**src/rtl/apb_uart_tx_sequencer_if.sv**
```systemverilog
// APB bus bundle between the TX sequencer (master) and the UART register block (slave).
interface apb_uart_tx_sequencer_if;
  logic [31:0] paddr;
  logic        psel;
  logic        penable;
  logic        pwrite;
  logic [15:0] pwdata;
  logic [15:0] prdata;
  logic        pready;
  logic        pslverr;

  modport master (
    output paddr, psel, penable, pwrite, pwdata,
    input  prdata, pready, pslverr
  );

  modport slave (
    input  paddr, psel, penable, pwrite, pwdata,
    output prdata, pready, pslverr
  );
endinterface

```
**src/rtl/apb_uart_tx_sequencer.sv**
```systemverilog
// Drains a byte stream into the APB UART: each byte is a STATUS poll followed by a
// WRITE_DATA transfer; BAUD_RATE writes are issued on request and take priority.
module apb_uart_tx_sequencer #(
  parameter logic [11:0] BASE_ADDR  = 12'h600,
  parameter int unsigned FIFO_DEPTH = 8,
  parameter int unsigned POLL_LIMIT = 255
) (
  input  logic                        pclk,
  input  logic                        preset_n,
  input  logic                        in_valid,
  input  logic [7:0]                  in_data,
  output logic                        in_ready,
  input  logic [15:0]                 cfg_baud,
  input  logic                        cfg_load,
  input  logic                        err_clr,
  apb_uart_tx_sequencer_if.master     apb,
  output logic                        busy,
  output logic [$clog2(FIFO_DEPTH):0] fifo_count,
  output logic                        err_slv,
  output logic                        err_timeout
);

  localparam int unsigned AW = $clog2(FIFO_DEPTH);
  localparam int unsigned CW = AW + 1;
  localparam logic [31:0] ADDR_DATA = {20'h0, BASE_ADDR};
  localparam logic [31:0] ADDR_BAUD = {20'h0, BASE_ADDR + 12'h4};
  localparam logic [31:0] ADDR_STAT = {20'h0, BASE_ADDR + 12'h6};

  typedef enum logic [2:0] {
    IDLE, B_SETUP, B_ACCESS, P_SETUP, P_ACCESS, W_SETUP, W_ACCESS
  } state_e;

  state_e         state_q, state_d;
  logic [7:0]     mem [FIFO_DEPTH];
  logic [AW-1:0]  wr_ptr, rd_ptr;
  logic [CW-1:0]  count_q;
  logic           push, pop;
  logic           baud_pend, baud_done;
  logic [15:0]    baud_reg;
  logic           wr_pend_q, wr_pend_d;
  logic [15:0]    poll_cnt_q, poll_cnt_d;
  logic           set_slv, set_to;
  logic           psel_q, penable_q, pwrite_q;
  logic           psel_d, penable_d, pwrite_d;
  logic [31:0]    paddr_q, paddr_d;
  logic [15:0]    pwdata_q, pwdata_d;
  logic           unused_prdata;

  assign unused_prdata = ^apb.prdata[15:1];

  assign push       = in_valid && in_ready;
  assign in_ready   = (count_q != CW'(FIFO_DEPTH));
  assign fifo_count = count_q;
  assign busy       = (state_q != IDLE) || (count_q != '0) || baud_pend;

  assign apb.psel    = psel_q;
  assign apb.penable = penable_q;
  assign apb.pwrite  = pwrite_q;
  assign apb.paddr   = paddr_q;
  assign apb.pwdata  = pwdata_q;

  // Next-state, FIFO pop / error set strobes and next APB output values.
  always_comb begin
    state_d    = state_q;
    wr_pend_d  = wr_pend_q;
    poll_cnt_d = poll_cnt_q;
    pop        = 1'b0;
    baud_done  = 1'b0;
    set_slv    = 1'b0;
    set_to     = 1'b0;
    psel_d     = 1'b0;
    penable_d  = 1'b0;
    pwrite_d   = 1'b0;
    paddr_d    = paddr_q;
    pwdata_d   = pwdata_q;

    case (state_q)
      IDLE: begin
        // A confirmed-idle poll is followed by its data write before anything else.
        if (wr_pend_q)             state_d = W_SETUP;
        else if (baud_pend)        state_d = B_SETUP;
        else if (count_q != '0)    state_d = P_SETUP;
      end
      B_SETUP: state_d = B_ACCESS;
      B_ACCESS: begin
        if (apb.pready) begin
          baud_done = 1'b1;
          set_slv   = apb.pslverr;
          state_d   = IDLE;
        end
      end
      P_SETUP: begin
        poll_cnt_d = poll_cnt_q + 16'd1;
        state_d    = P_ACCESS;
      end
      P_ACCESS: begin
        if (apb.pready) begin
          state_d = IDLE;
          if (apb.pslverr) begin
            set_slv    = 1'b1;
            pop        = 1'b1;
            poll_cnt_d = '0;
          end else if (!apb.prdata[0]) begin
            poll_cnt_d = '0;
            wr_pend_d  = 1'b1;
          end else if (poll_cnt_q == 16'(POLL_LIMIT)) begin
            set_to     = 1'b1;
            pop        = 1'b1;
            poll_cnt_d = '0;
          end
        end
      end
      W_SETUP: begin
        wr_pend_d = 1'b0;
        state_d   = W_ACCESS;
      end
      W_ACCESS: begin
        if (apb.pready) begin
          pop     = 1'b1;
          set_slv = apb.pslverr;
          state_d = IDLE;
        end
      end
      default: state_d = IDLE;
    endcase

    case (state_d)
      B_SETUP: begin
        psel_d   = 1'b1;
        pwrite_d = 1'b1;
        paddr_d  = ADDR_BAUD;
        pwdata_d = baud_reg;
      end
      B_ACCESS: begin
        psel_d    = 1'b1;
        penable_d = 1'b1;
        pwrite_d  = 1'b1;
      end
      P_SETUP: begin
        psel_d  = 1'b1;
        paddr_d = ADDR_STAT;
      end
      P_ACCESS: begin
        psel_d    = 1'b1;
        penable_d = 1'b1;
      end
      W_SETUP: begin
        psel_d   = 1'b1;
        pwrite_d = 1'b1;
        paddr_d  = ADDR_DATA;
        pwdata_d = {8'h00, mem[rd_ptr]};
      end
      W_ACCESS: begin
        psel_d    = 1'b1;
        penable_d = 1'b1;
        pwrite_d  = 1'b1;
      end
      default: ;
    endcase
  end

  // FSM state, APB output registers and per-byte bookkeeping.
  always_ff @(posedge pclk or negedge preset_n) begin
    if (!preset_n) begin
      state_q    <= IDLE;
      wr_pend_q  <= 1'b0;
      poll_cnt_q <= '0;
      psel_q     <= 1'b0;
      penable_q  <= 1'b0;
      pwrite_q   <= 1'b0;
      paddr_q    <= '0;
      pwdata_q   <= '0;
    end else begin
      state_q    <= state_d;
      wr_pend_q  <= wr_pend_d;
      poll_cnt_q <= poll_cnt_d;
      psel_q     <= psel_d;
      penable_q  <= penable_d;
      pwrite_q   <= pwrite_d;
      paddr_q    <= paddr_d;
      pwdata_q   <= pwdata_d;
    end
  end

  // Baud request: a load in the completing cycle keeps the request alive.
  always_ff @(posedge pclk or negedge preset_n) begin
    if (!preset_n) begin
      baud_pend <= 1'b0;
      baud_reg  <= '0;
    end else begin
      if (cfg_load)       baud_pend <= 1'b1;
      else if (baud_done) baud_pend <= 1'b0;
      if (cfg_load)       baud_reg  <= cfg_baud;
    end
  end

  // Sticky error flags; a new error outranks a simultaneous clear.
  always_ff @(posedge pclk or negedge preset_n) begin
    if (!preset_n) begin
      err_slv     <= 1'b0;
      err_timeout <= 1'b0;
    end else begin
      if (set_slv)      err_slv <= 1'b1;
      else if (err_clr) err_slv <= 1'b0;
      if (set_to)       err_timeout <= 1'b1;
      else if (err_clr) err_timeout <= 1'b0;
    end
  end

  // FIFO pointers and occupancy.
  always_ff @(posedge pclk or negedge preset_n) begin
    if (!preset_n) begin
      wr_ptr  <= '0;
      rd_ptr  <= '0;
      count_q <= '0;
    end else begin
      if (push) wr_ptr <= wr_ptr + AW'(1);
      if (pop)  rd_ptr <= rd_ptr + AW'(1);
      case ({push, pop})
        2'b10:   count_q <= count_q + CW'(1);
        2'b01:   count_q <= count_q - CW'(1);
        default: ;
      endcase
    end
  end

  // FIFO storage; contents need no reset since occupancy gates every read.
  always_ff @(posedge pclk) begin
    if (push) mem[wr_ptr] <= in_data;
  end

endmodule

```
**src/flat_wrapper.sv**
```systemverilog
// flat-port wrapper written by rule: the top's interface ports become plain ports
module apb_uart_tx_sequencer_flat 
#(
  parameter logic [11:0] BASE_ADDR  = 12'h600,
  parameter int unsigned FIFO_DEPTH = 8,
  parameter int unsigned POLL_LIMIT = 255
)
  (pclk, preset_n, in_valid, in_data, in_ready, cfg_baud, cfg_load, err_clr, busy, fifo_count, err_slv, err_timeout, apb_paddr, apb_psel, apb_penable, apb_pwrite, apb_pwdata, apb_prdata, apb_pready, apb_pslverr);
  apb_uart_tx_sequencer_if apb_i ();
  input  logic pclk;
  input  logic preset_n;
  input  logic in_valid;
  input  logic [7:0] in_data;
  output logic in_ready;
  input  logic [15:0] cfg_baud;
  input  logic cfg_load;
  input  logic err_clr;
  output logic busy;
  output logic [$clog2(FIFO_DEPTH):0] fifo_count;
  output logic err_slv;
  output logic err_timeout;
  output wire logic [$bits(apb_i.paddr)-1:0] apb_paddr;
  output wire logic [$bits(apb_i.psel)-1:0] apb_psel;
  output wire logic [$bits(apb_i.penable)-1:0] apb_penable;
  output wire logic [$bits(apb_i.pwrite)-1:0] apb_pwrite;
  output wire logic [$bits(apb_i.pwdata)-1:0] apb_pwdata;
  input wire logic [$bits(apb_i.prdata)-1:0] apb_prdata;
  input wire logic [$bits(apb_i.pready)-1:0] apb_pready;
  input wire logic [$bits(apb_i.pslverr)-1:0] apb_pslverr;
  assign apb_paddr = apb_i.paddr;
  assign apb_psel = apb_i.psel;
  assign apb_penable = apb_i.penable;
  assign apb_pwrite = apb_i.pwrite;
  assign apb_pwdata = apb_i.pwdata;
  assign apb_i.prdata = apb_prdata;
  assign apb_i.pready = apb_pready;
  assign apb_i.pslverr = apb_pslverr;
  apb_uart_tx_sequencer #(.BASE_ADDR(BASE_ADDR), .FIFO_DEPTH(FIFO_DEPTH), .POLL_LIMIT(POLL_LIMIT)) u_core (.pclk(pclk), .preset_n(preset_n), .in_valid(in_valid), .in_data(in_data), .in_ready(in_ready), .cfg_baud(cfg_baud), .cfg_load(cfg_load), .err_clr(err_clr), .apb(apb_i), .busy(busy), .fifo_count(fifo_count), .err_slv(err_slv), .err_timeout(err_timeout));
endmodule
```
**config.mk**
```make
export PLATFORM = sky130hd
export DESIGN_NAME = apb_uart_tx_sequencer_flat
export DESIGN_NICKNAME = d
export VERILOG_FILES = /design/src/rtl/apb_uart_tx_sequencer_if.sv /design/src/rtl/apb_uart_tx_sequencer.sv /design/src/flat_wrapper.sv
export SDC_FILE = /design/constraint.sdc
export NUM_CORES = 1
export LEC_CHECK = 0
export CORE_MARGIN = 10
export CORE_UTILIZATION = 57
export CTS_CLUSTER_SIZE = 16
export DETAILED_ROUTE_END_ITERATION = 7
export GPL_TIMING_DRIVEN = 0
export MAX_ROUTING_LAYER = met4
export PLACE_DENSITY = 0.84
export SYNTH_ARGS = -nofsm -noshare
export SYNTH_HDL_FRONTEND = slang
export SYNTH_SLANG_ARGS = --single-unit
```
**constraint.sdc**
```tcl
create_clock -name pclk -period 7.9 [get_ports pclk]
set_input_delay 1.58 -clock pclk [delete_from_list [all_inputs] [get_ports pclk]]
set_output_delay 1.58 -clock pclk [all_outputs]
set_load 0.02 [all_outputs]
```
### Yosys cells after proc, flatten, opt, wreduce, memory -nomap -nowiden

Memory sizes are Yosys's and may differ from the RTL's.
Index checks and enable logic that the tools add are counted.

| word-level totals | value |
|---|---|
| output and inout port bits | 59 |
| memory bits (writable) | 64 |
| memories | 1 |
| flip-flop bits (word level) | 100 |
| word-level logic and storage cells | 103 |
| input bits | 47 |

| cells by class | value |
|---|---|
| equality and inequality tests | 20 |
| muxes and demuxes | 41 |
| reduce and logical (&&, ||, !) cells | 21 |
| $add $sub $neg | 5 |

Memory list:

| name | words | width | rd ports | clocked after memory_dff | wr ports | RTL line | text |
|---|---|---|---|---|---|---|---|
| u_core.mem | 8 | 8 | 1 | 0 | 1 | apb_uart_tx_sequencer.sv:34 | `logic [7:0] mem [FIFO_DEPTH];` |

Operators by type and width:

| kind | number |
|---|---|
| $pmux 32 s3 | 1 |
| $mux 16 | 4 |
| $pmux 16 s2 | 2 |
| $mux 1 | 25 |
| $eq 3x3->1 const B | 6 |
| $add 16x1->16 const B | 1 |
| $eq 16x8->1 const B | 1 |
| $pmux 3 s5 | 1 |
| $reduce_bool 2->1 | 7 |
| $eq 3x2->1 const B | 4 |
| $mux 3 | 4 |
| $pmux 4 s2 | 1 |
| $add 3x1->3 const B | 2 |
| $eq 3x1->1 const B | 2 |
| $ne 2x2->1 const B | 3 |
| $pmux 1 s2 | 3 |
| $reduce_bool 3->1 | 2 |
| $reduce_or 3->1 | 2 |
| $reduce_or 6->1 | 1 |
| $add 4x1->4 const B | 1 |
| $ne 4x3->1 const B | 1 |
| $ne 4x4->1 const B | 1 |
| $reduce_and 4->1 | 1 |
| $reduce_bool 4->1 | 1 |
| 9 further kinds | 10 |

### Longest topological paths before layout

Gate-level depths: netlist (run 1).

| logic depth | value |
|---|---|
| word-level depth | 8 |
| gate-level depth with buffers | 11 |

### Worst setup path before layout (run 1)

Ideal clock, no wire load.

| timing | value |
|---|---|
| path kind | in2reg |
| start | input apb_pslverr |
| end | register u_core.count_q[3], in the netlist u_core.fifo_count[3] |
| slack | 4.688 ns |
| arrival time | 3.131 ns |
| stages | 8 |
| buffers on the path | 0 |
| setup time | 0.080 ns |
| cell sequence | nor2_1 -> a21oi_1 -> ha_1 -> ha_1 -> a21o_1 -> a21oi_1 -> mux2i_1 -> xnor2_1 |

| on the way | value |
|---|---|
| word-level cells in the longest chain between the ends | 5 |
| elaborated cells on any way between the ends | 7 |
| classes of those cells | eq/ne (2); mux (4); reduce/logical (1) |

RTL lines:

| element | RTL line | text |
|---|---|---|
| from (decl) | flat_wrapper.sv:29 | `input wire logic [$bits(apb_i.pslverr)-1:0] apb_pslverr;` |
| $mux 1 * | apb_uart_tx_sequencer.sv:99 | `if (apb.pslverr) begin` |
| $mux 1 * | apb_uart_tx_sequencer.sv:97 | `if (apb.pready) begin` |
| $pmux 1 s2 * | apb_uart_tx_sequencer.sv:77 | `case (state_q)` |
| net u_core.pop | apb_uart_tx_sequencer.sv:37 | `logic push, pop;` |
| $eq 2x1->1 / $eq 2x2->1 (equally long branches) | apb_uart_tx_sequencer.sv:219 | `case ({push, pop})` |
| $pmux 4 s2 / $reduce_bool 2->1 (equally long branches) | -- |  |
| to (signal assigned) | apb_uart_tx_sequencer.sv:220 | `2'b10: count_q <= count_q + CW'(1);` |
| to (signal assigned) | apb_uart_tx_sequencer.sv:221 | `2'b01: count_q <= count_q - CW'(1);` |
| to (decl) | apb_uart_tx_sequencer.sv:36 | `logic [CW-1:0] count_q;` |

Mark *: on every way through the listed nets, which the timed path passes. The rest lies on a longest branch.
A chain may end at the register's enable or synchronous reset.

### Worst setup path after layout (run 1)

| timing | value |
|---|---|
| start | register u_core.count_q[0], in the netlist u_core.fifo_count[0] |
| end | output busy |

| on the way | value |
|---|---|
| word-level cells in the longest chain between the ends | 3 |

RTL lines:

| element | RTL line | text |
|---|---|---|
| $reduce_bool 4->1 | apb_uart_tx_sequencer.sv:54 | `assign busy = (state_q != IDLE) \|\| (count_q != '0) \|\| baud_pend;` |
| $logic_or 1x1->1 (2 in a row) | apb_uart_tx_sequencer.sv:54 |  |
| to (decl) | flat_wrapper.sv:18 | `output logic busy;` |

No other way between the ends.

==> impl_metrics.csv, run 1 <==
group,metric,value,unit
status,status,"complete, no violations",
routing,ant_nets,0,
placement,place_hpwl,9730,um
synth,async_flop_share,0.526,
worst_setup_path,r2r_start,"u_core.fifo_count[0]",
die,initial_core_util,0.588,
worst_setup_path,start_kind,"flip-flop",
cells_and_area,antenna_cells,0,
power,vdd_drop_max,0.271,mV
routing,totalWireLength,14700,um
synth,yosysUniqueCellTypes,63,
die,die_area,0.0153,sq mm
sta,fin_setup_tns,0,ns
global_routing,grt_pass1_wl,23000,um
power,pwr_density_cell,372,mW/mm^2
clock_tree,root_buffer,"clkbuf_8",
clock_tree,cts_tree,"built",
synth,synth_area_per_cell,13.7,sq um
routing,vias,4142,
cells_and_area,fillers,634,
cells_and_area,area_growth,24.4,%
clock_tree,cts-resized-gates,0,
cells_and_area,final_common_cell,"dfrtp_1",
die,die_h,124,um
cells_and_area,largest_register_ffs,64,
synth,synth_edf_count,64,
power,total_power,2.84,mW
routing,drt_iter0_drc,527,
clock_tree,path_clk_slew,0.06,ns
routing,routedWlPerCell,20.9,um
global_routing,antenna_found_initial,0,
flow_run,cap_violations,0,
global_routing,first_global_vias,4218,
clock_tree,cts_sinks,135,
synth,synth_cells,446,
synth,syn_area,0.00612,sq mm
synth,ys_warn_count,0,
clock_tree,hold_buffers,0,
cells_and_area,most-common-layout-cells,"71 x dfrtp_1, 64 x edfxtp_1, 60 x clkdlybuf4s50_1",
global_routing,grt_use_total,0.204,
sta,drv_slew,0,
placement,gp_congestion,0.824,
die,die_w,124,um
synth,synth_flop_cell,"dfrtp_1",
clock_tree,worstSkewPairLatency,0.54,ns
cells_and_area,fin_nets,613,
synth,yosysSeqAreaShare,0.604,
synth,yosys-top-cells-area,"edfxtp_1 31%, dfrtp_1 29%, mux4_2 5.9%",
worst_setup_path,cp_max_fo,6,
cells_and_area,top_register,"u_core.mem",
routing,drcViolationCount,0,
hold_path,hp-start,"u_core.baud_reg[14]",
synth,synth_seq_cells,135,
global_routing,grt_max_degree,72,
synth,yosys.area.top_type,"edfxtp_1",
worst_setup_path,crit_path_end_kind,"primary output",
synth,synth.top_cell.area_share,0.314,
worst_setup_path,cp.arrival,2.42,ns
worst_setup_path,startpoint,"u_core.fifo_count[0]",
sta,rsz0062_at_grt,"no",
sta,fin_crit_sh,0.506,
sta,setup_viol,0,
sta,maxSlewHeadroom,0.152,
cells_and_area,drive_gt1_frac,0.208,
die,coreArea,0.0104,sq mm
sta,tightest_slew,1.26,ns
die,io_pins,106,
global_routing,gr-total-overflow,0,
routing,first_pass_iters,6,
sta,fin_skew,0.00570,ns
power,p_leak,3.01,nW
sta,period_minus_slack,4.00,ns
clock_tree,cts_made_buffers,17,
sta,hold_viol_final,0,
sta,max_freq,0.250,GHz
placement,port_buffers,61,
clock_tree,ctsLongestPathBuffers,2,
worst_setup_path,required,6.32,ns
routing,via_per_inst,5.89,
clock_tree,cts_max_level,4,
clock_tree,postCtsSetupBuffers,0,
hold_path,holdCritPathClass,"flip-flop to flip-flop",
die,rows,37,
worst_setup_path,crit_type,"flip-flop to primary output",
per-layer routing:
layer / share of wire / global-route usage / vias to the layer above / routed length (um)
met3: 0.084 / 0.0552 / 32 / 1230
li1: - / - / 1862 / -
met5: 0 / - / - / 0
met2: 0.52 / 0.326 / 202 / 7640
met1: 0.37 / 0.239 / 2046 / 5490
met4: 0.022 / 0.0902 / 0 / 323
metrics by stage:
step	hold slack [ns]	util	instance area [sq um]	setup WS [ns]	instances
6_report	0.486	0.731	7620	3.90	703
5_1_grt	0.501	0.731	7620	3.83	703
4_1_cts	0.489	0.731	7610	3.90	703
3_5_place_dp	0.476	0.674	7020	3.65	671
3_3_place_gp	0.472	0.672	7000	2.96	670
2_1_floorplan	0.462	-	6220	4.69	473
final timing paths:
path	endpoint	slack [ns]	cells after the start
min in group asynchronous	u_core.poll_cnt_q[11]	1.16	1
hold reg to reg	u_core.apb.pwdata[14]	0.49	1
max in group asynchronous	u_core.wr_ptr[2]	6.14	1
setup reg to reg	u_core.apb.pwdata[13]	4.19	8
setup / recovery	busy	3.90	4
hold / removal	u_core.apb.pwdata[14]	0.49	1
Yosys cell counts (9+ instances only):
cell	count
a21oi_1	13
nor2_1	16
nor2b_1	9
ha_1	11
a31oi_1	10
inv_1	18
buf_4	29
o21ai_0	17
a211oi_1	10
dfrtp_1	71
clkbuf_1	11
edfxtp_1	64
mux4_2	16
nor3_1	11
nand2_1	16
mux2_2	17
kinds of logic (layout without fill, tap and decap cells):
| family | count (synthesis) | in the layout | synth area share |
|---|---|---|---|
| AO/OA/AOI/OAI | 99 | 99 | 0.117 |
| adder cells (fa/ha/maj) | 12 | 12 | 0.0258 |
| multiplexers | 35 | 35 | 0.0934 |
| AND/OR/NAND/NOR | 92 | 92 | 0.0840 |
| buffers and inverters | 66 | 160 | 0.0668 |
| other | 1 | 28 | 0.000613 |
| flip-flops | 135 | 135 | 0.604 |
| XOR/XNOR | 6 | 6 | 0.00859 |
critical path, cell delays in order (launching register included):
cell	delay [ns]
dfrtp_1	0.45
or4_1	0.67
nor2_1	0.13
nand2_1	0.07
clkdlybuf4s50_1	0.56
report_power, final:
part / switching (mW) / internal (mW)
Clock: 0.310 / 0.483
Sequential: 0.138 / 0.922
Combinational: 0.539 / 0.445
layout make-up:
type / instances / area, sq um / area share
plain buffers: 47 / 338 / 0.0444
clock buffers: 18 / 418 / 0.0549
clock inverters: 14 / 171 / 0.0225
inverters: 19 / 71.3 / 0.00936
multi-input cells: 272 / 2130 / 0.280
flip-flops and latches: 135 / 3700 / 0.486
well taps: 136 / 170 / 0.0223
repair buffers: 62 / 616 / 0.0808
Note: power is estimated with default switching activity, not from simulation.
==> run 2: changes to the inputs <==
Settings changed: CORE_UTILIZATION 57 to 53, PLACE_DENSITY 0.84 to 0.79.
Clock period 7.9 ns to 3.9 ns, I/O delays scaled along.
==> impl_metrics.csv, run 2 (synthesized netlist as in run 1, its figures left out) <==
group,metric,value,unit
status,status,"complete, no violations",
cells_and_area,antenna_cells,0,
sta,fin_skew,0.0125,ns
die,rows,39,
clock_tree,hold_buffers,0,
global_routing,grt_use_total,0.178,
die,initial_core_util,0.538,
clock_tree,cts_max_level,4,
die,die_w,127,um
cells_and_area,fillers,807,
clock_tree,ctsLongestPathBuffers,2,
global_routing,gr-total-overflow,0,
routing,vias,4038,
global_routing,grt_max_degree,72,
routing,totalWireLength,13800,um
routing,drcViolationCount,0,
cells_and_area,fin_nets,614,
clock_tree,cts_tree,"built",
clock_tree,postCtsSetupBuffers,0,
sta,fin_crit_sh,0.929,
worst_setup_path,start_kind,"flip-flop",
power,p_leak,3.05,nW
worst_setup_path,cp.arrival,3.98,ns
cells_and_area,area_growth,25.8,%
sta,setup_viol,0,
worst_setup_path,max_stage_delay,0.67,ns
clock_tree,worstSkewPairLatency,0.42,ns
placement,preCtsSetupSlack,0.318,ns
die,die_area,0.0162,sq mm
cells_and_area,largest_register_ffs,64,
cells_and_area,final_common_cell,"dfrtp_1",
routing,routedWlPerCell,19.4,um
cells_and_area,top_register,"u_core.mem",
clock_tree,path_clk_slew,0.06,ns
die,coreArea,0.0114,sq mm
routing,via_per_inst,5.68,
worst_setup_path,cpMaxStageDelayCell,"or4_1",
sta,drv_slew,0,
placement,place_hpwl,9580,um
die,die_h,127,um
placement,port_buffers,61,
worst_setup_path,crit_path_end_kind,"flip-flop",
sta,rsz0062_at_grt,"no",
cells_and_area,drive_gt1_frac,0.211,
sta,max_freq,0.276,GHz
die,io_pins,106,
sta,tightest_slew,1.34,ns
sta,fin_setup_tns,0,ns
global_routing,first_global_vias,4188,
worst_setup_path,required,4.25,ns
clock_tree,root_buffer,"clkbuf_16",
worst_setup_path,cp_max_fo,10,
routing,first_pass_iters,4,
clock_tree,cts_sinks,135,
routing,drt_iter0_drc,431,
global_routing,grt_pass1_wl,22300,um
flow_run,cap_violations,0,
cells_and_area,most-common-layout-cells,"71 x dfrtp_1, 64 x edfxtp_1, 60 x clkdlybuf4s50_1",
sta,maxSlewHeadroom,0.0999,
sta,hold_viol_final,0,
clock_tree,cts_made_buffers,17,
power,pwr_density_cell,765,mW/mm^2
sta,setup_ws,0.275,ns
power,total_power,5.89,mW
sta,period_minus_slack,3.62,ns
routing,ant_nets,0,
worst_setup_path,crit_type,"flip-flop to flip-flop",
clock_tree,cts-resized-gates,0,
worst_setup_path,cp_cell_sequence,"or4_1, nor4b_1, o31ai_1, ha_1, clkbuf_1, clkinv_1, nor2_1, a22o_1",
global_routing,antenna_found_initial,0,
power,vdd_drop_max,0.545,mV
hold_path,holdCritPathClass,"input pin to asynchronous set/reset pin",
placement,gp_congestion,0.877,
## run 2: cell count changes in the layout (fill, tap and decap cells not counted), sizes merged
cell      change
buf           +1
bufinv        +1
clkbuf        +2
clkinv        -1
clkinvlp      -2
## run 2: power breakdown
group,internal [mW],switching [mW],leakage (nW)
Combinational,0.902,1.07,1.30
Clock,1.17,0.620,0.332
Sequential,1.87,0.267,1.42
Total,3.94,1.95,3.05
## run 2: per-layer routing
metal  track usage  part of all wire
met1         0.204              0.40
met2         0.296              0.52
met3        0.0554             0.068
met4        0.0509            0.0094
met5             -                 0
## run 2: worst max-delay path: cells and delay by family (launching register included)
family,cells,cell delay [ns]
simple gates,3,1.39
buf+inv,2,0.71
compound gates,2,0.76
flops,1,0.44
fa+ha+maj,1,0.26
## run 2: final timing paths
path	from	cells past startpoint	slack (ns)	to
worst min-delay path	preset_n	1	0.47	u_core.poll_cnt_q[5]
max in group asynchronous	preset_n	1	2.83	u_core.wr_ptr[0]
min in group pclk	u_core.baud_reg[14]	1	0.49	u_core.apb.pwdata[14]
worst max register to register	u_core.fifo_count[0]	8	0.28	u_core.apb.pwdata[10]
worst min register to register	u_core.baud_reg[14]	1	0.49	u_core.apb.pwdata[14]
worst max-delay path	u_core.fifo_count[0]	8	0.28	u_core.apb.pwdata[10]
## run 2: through the flow
| step | hold WS (ns) | utilization | std cells | area, sq um |
|---|---|---|---|---|
| 2_1_floorplan | 0.462 | - | 473 | 6220 |
| 3_3_place_gp | 0.469 | 0.617 | 677 | 7010 |
| 3_5_place_dp | 0.477 | 0.618 | 679 | 7030 |
| 4_1_cts | 0.484 | 0.677 | 711 | 7700 |
| 5_1_grt | 0.511 | 0.677 | 711 | 7700 |
| 6_report | 0.472 | 0.677 | 711 | 7700 |
## run 2: cell type report
class,count,area [sq um],share of cell area
Clock inverter,12,180,0.0234
Tap cell,143,179,0.0232
Buffer,47,338,0.0439
Timing Repair Buffer,63,621,0.0806
Sequential cell,135,3700,0.480
Multi-Input combinational cell,272,2130,0.276
Inverter,19,71.3,0.00926
Clock buffer,20,489,0.0635
==> run 3: changes to the inputs <==
Settings changed: CORE_UTILIZATION 53 to 63, DONT_BUFFER_PORTS from default to 1, PLACE_DENSITY 0.79 to 0.78.
==> impl_metrics.csv, run 3 (synthesized netlist as in run 1, its figures left out) <==
group,metric,value,unit
status,status,"complete, no violations",
clock_tree,worstSkewPairLatency,0.53,ns
global_routing,gr-total-overflow,0,
worst_setup_path,start_kind,"flip-flop",
cells_and_area,multi_input_comb_area,0.00213,sq mm
flow_run,cap_violations,0,
die,rows,35,
global_routing,first_global_vias,3860,
routing,ant_nets,0,
worst_setup_path,cp_max_fo,10,
power,p_leak,2.76,nW
power,switching_share,0.368,
clock_tree,cts_max_level,4,
global_routing,antenna_found_initial,0,
clock_tree,ctsLongestPathBuffers,2,
power,pwr_density_cell,755,mW/mm^2
sta,fin_setup_tns,0,ns
worst_setup_path,cp_common_cell,"clkbuf_1",
worst_setup_path,critPathTopFamily,"buffers and inverters",
cells_and_area,drive_gt1_frac,0.235,
sta,drv_slew,0,
placement,port_buffers,0,
cells_and_area,fillers,607,
die,io_pins,106,
routing,drcViolationCount,0,
power,vdd_drop_max,0.503,mV
global_routing,grt_pass1_wl,21100,um
placement,gp_congestion,0.829,
placement,place_hpwl,8890,um
cells_and_area,top_register,"u_core.mem",
routing,met1_length,5180,um
power,p_int,3.33,mW
routing,totalWireLength,13100,um
sta,fin_skew,0.00916,ns
cells_and_area,seqCellArea,0.00370,sq mm
power,clockPowerShare,0.279,
hold_path,holdCritPathClass,"input pin to asynchronous set/reset pin",
worst_setup_path,cp.arrival,3.98,ns
clock_tree,cts_tree,"built",
routing,routedWlPerCell,20.7,um
placement,preCtsSetupSlack,0.238,ns
routing,via_per_inst,5.94,
sta,maxSlewHeadroom,0.177,
worst_setup_path,cpMaxStageDelayCell,"or4_1",
clock_tree,root_buffer,"clkbuf_8",
cells_and_area,area_growth,14.0,%
sta,hold-worst-slack,0.105,ns
sta,fin_crit_sh,0.912,
die,die_w,119,um
sta,period_minus_slack,3.56,ns
clock_tree,cts_made_buffers,17,
worst_setup_path,max_stage_delay,0.64,ns
worst_setup_path,crit_type,"flip-flop to flip-flop",
die,die_h,119,um
global_routing,grt_use_total,0.193,
sta,rsz0062_at_grt,"no",
cells_and_area,antenna_cells,0,
routing,top_layer,"met4",
die,die_area,0.0141,sq mm
power,total_power,5.27,mW
power,p_sw,1.94,mW
die,initial_core_util,0.653,
cells_and_area,fin_nets,552,
worst_setup_path,worst-path-buf-inv,3,
clock_tree,cts_sinks,135,
cells_and_area,most-common-layout-cells,"71 x dfrtp_1, 64 x edfxtp_1, 29 x buf_4",
cells_and_area,largest_register_ffs,64,
power,p_comb_frac,0.278,
sta,max_freq,0.281,GHz
cells_and_area,final_common_cell,"dfrtp_1",
clock_tree,path_clk_slew,0.07,ns
routing,drt_iter0_drc,239,
sta,hold_viol_final,0,
die,coreArea,0.00937,sq mm
sta,tightest_slew,1.22,ns
sta,setup_viol,0,
worst_setup_path,crit_path_end_kind,"flip-flop",
routing,met3WireLength,941,um
global_routing,grt_max_degree,72,
routing,routed-wl-met2,6660,um
power,seq_power_share,0.442,
routing,first_pass_iters,4,
routing,vias,3769,
worst_setup_path,required,4.33,ns
worst_setup_path,cp_cell_sequence,"or4_1, nor4b_1, o31ai_1, ha_1, clkbuf_1, clkinv_1, clkbuf_1, a22o_1",
sta,setup_ws,0.342,ns
-- run 3: changes by cell type in the layout (fill, tap and decap cells not counted), sizes merged, moves of 2 or more --
cell,previous run,this run
inv,22,26
clkdlybuf4s50,60,0
buf,34,32
clkinvlp,0,2
clkbuf,36,33
bufinv,4,0
-- run 3: worst register-to-register path: stages (launching register included) --
cell,delay (ns)
dfrtp_1,0.53
or4_1,0.64
nor4b_1,0.18
o31ai_1,0.52
ha_1,0.25
clkbuf_1,0.36
clkinv_1,0.36
clkbuf_1,0.34
a22o_1,0.28
-- run 3: path summary, 6_finish.rpt --
kind | start | endpoint | slack (ns) | cells past startpoint
max | u_core.fifo_count[0] | u_core.apb.pwdata[13] | 0.34 | 8
min | preset_n | u_core.poll_cnt_q[4] | 0.11 | 1
max reg2reg | u_core.fifo_count[0] | u_core.apb.pwdata[13] | 0.34 | 8
min reg2reg | u_core.baud_reg[14] | u_core.apb.pwdata[14] | 0.49 | 1
max in group asynchronous | preset_n | u_core.apb.pwdata[6] | 3.49 | 1
min in group pclk | in_data[2] | u_core.mem[0][2] | 0.34 | 0
-- run 3: metal layers --
layer,up-vias,track usage
li1,1745,-
met1,1855,0.219
met2,144,0.315
met4,0,0.0824
met3,25,0.0543
met5,-,-
-- run 3: timing repair --
action | CTS | global route
resized for setup | 0 | 1
hold buffers | 1 | 0
endpoints found under the hold margin | 71 | 0
setup endpoints to repair | 0 | 8
buffers inserted | 0 | 0
-- run 3: layout make-up --
| cell class | count | share of cell area |
|---|---|---|
| repair buffers | 1 | 0.00394 |
| clock inverters | 15 | 0.0199 |
| plain buffers | 47 | 0.0484 |
| flip-flops and latches | 135 | 0.530 |
| well taps | 129 | 0.0231 |
| clock buffers | 17 | 0.0593 |
| multi-input cells | 272 | 0.305 |
| inverters | 19 | 0.0102 |
-- run 3: metrics by stage --
| step | cell area, sq um | util | cells |
|---|---|---|---|
| 2_1_floorplan | 6220 | - | 473 |
| 3_3_place_gp | 6380 | 0.681 | 602 |
| 3_5_place_dp | 6390 | 0.682 | 602 |
| 4_1_cts | 6970 | 0.744 | 635 |
| 5_1_grt | 6980 | 0.745 | 635 |
| 6_report | 6980 | 0.745 | 635 |
-- run 3: power by group through the flow --
stage          logic (mW)  registers [mW]  clock network [mW]
2_1_floorplan        1.15            2.24                   0
3_3_place_gp         1.36            2.33                   0
3_5_place_dp         1.42            2.36                   0
4_1_cts              1.47            2.34                1.48
5_1_grt              1.62            2.38                1.54
6_report             1.47            2.33                1.47
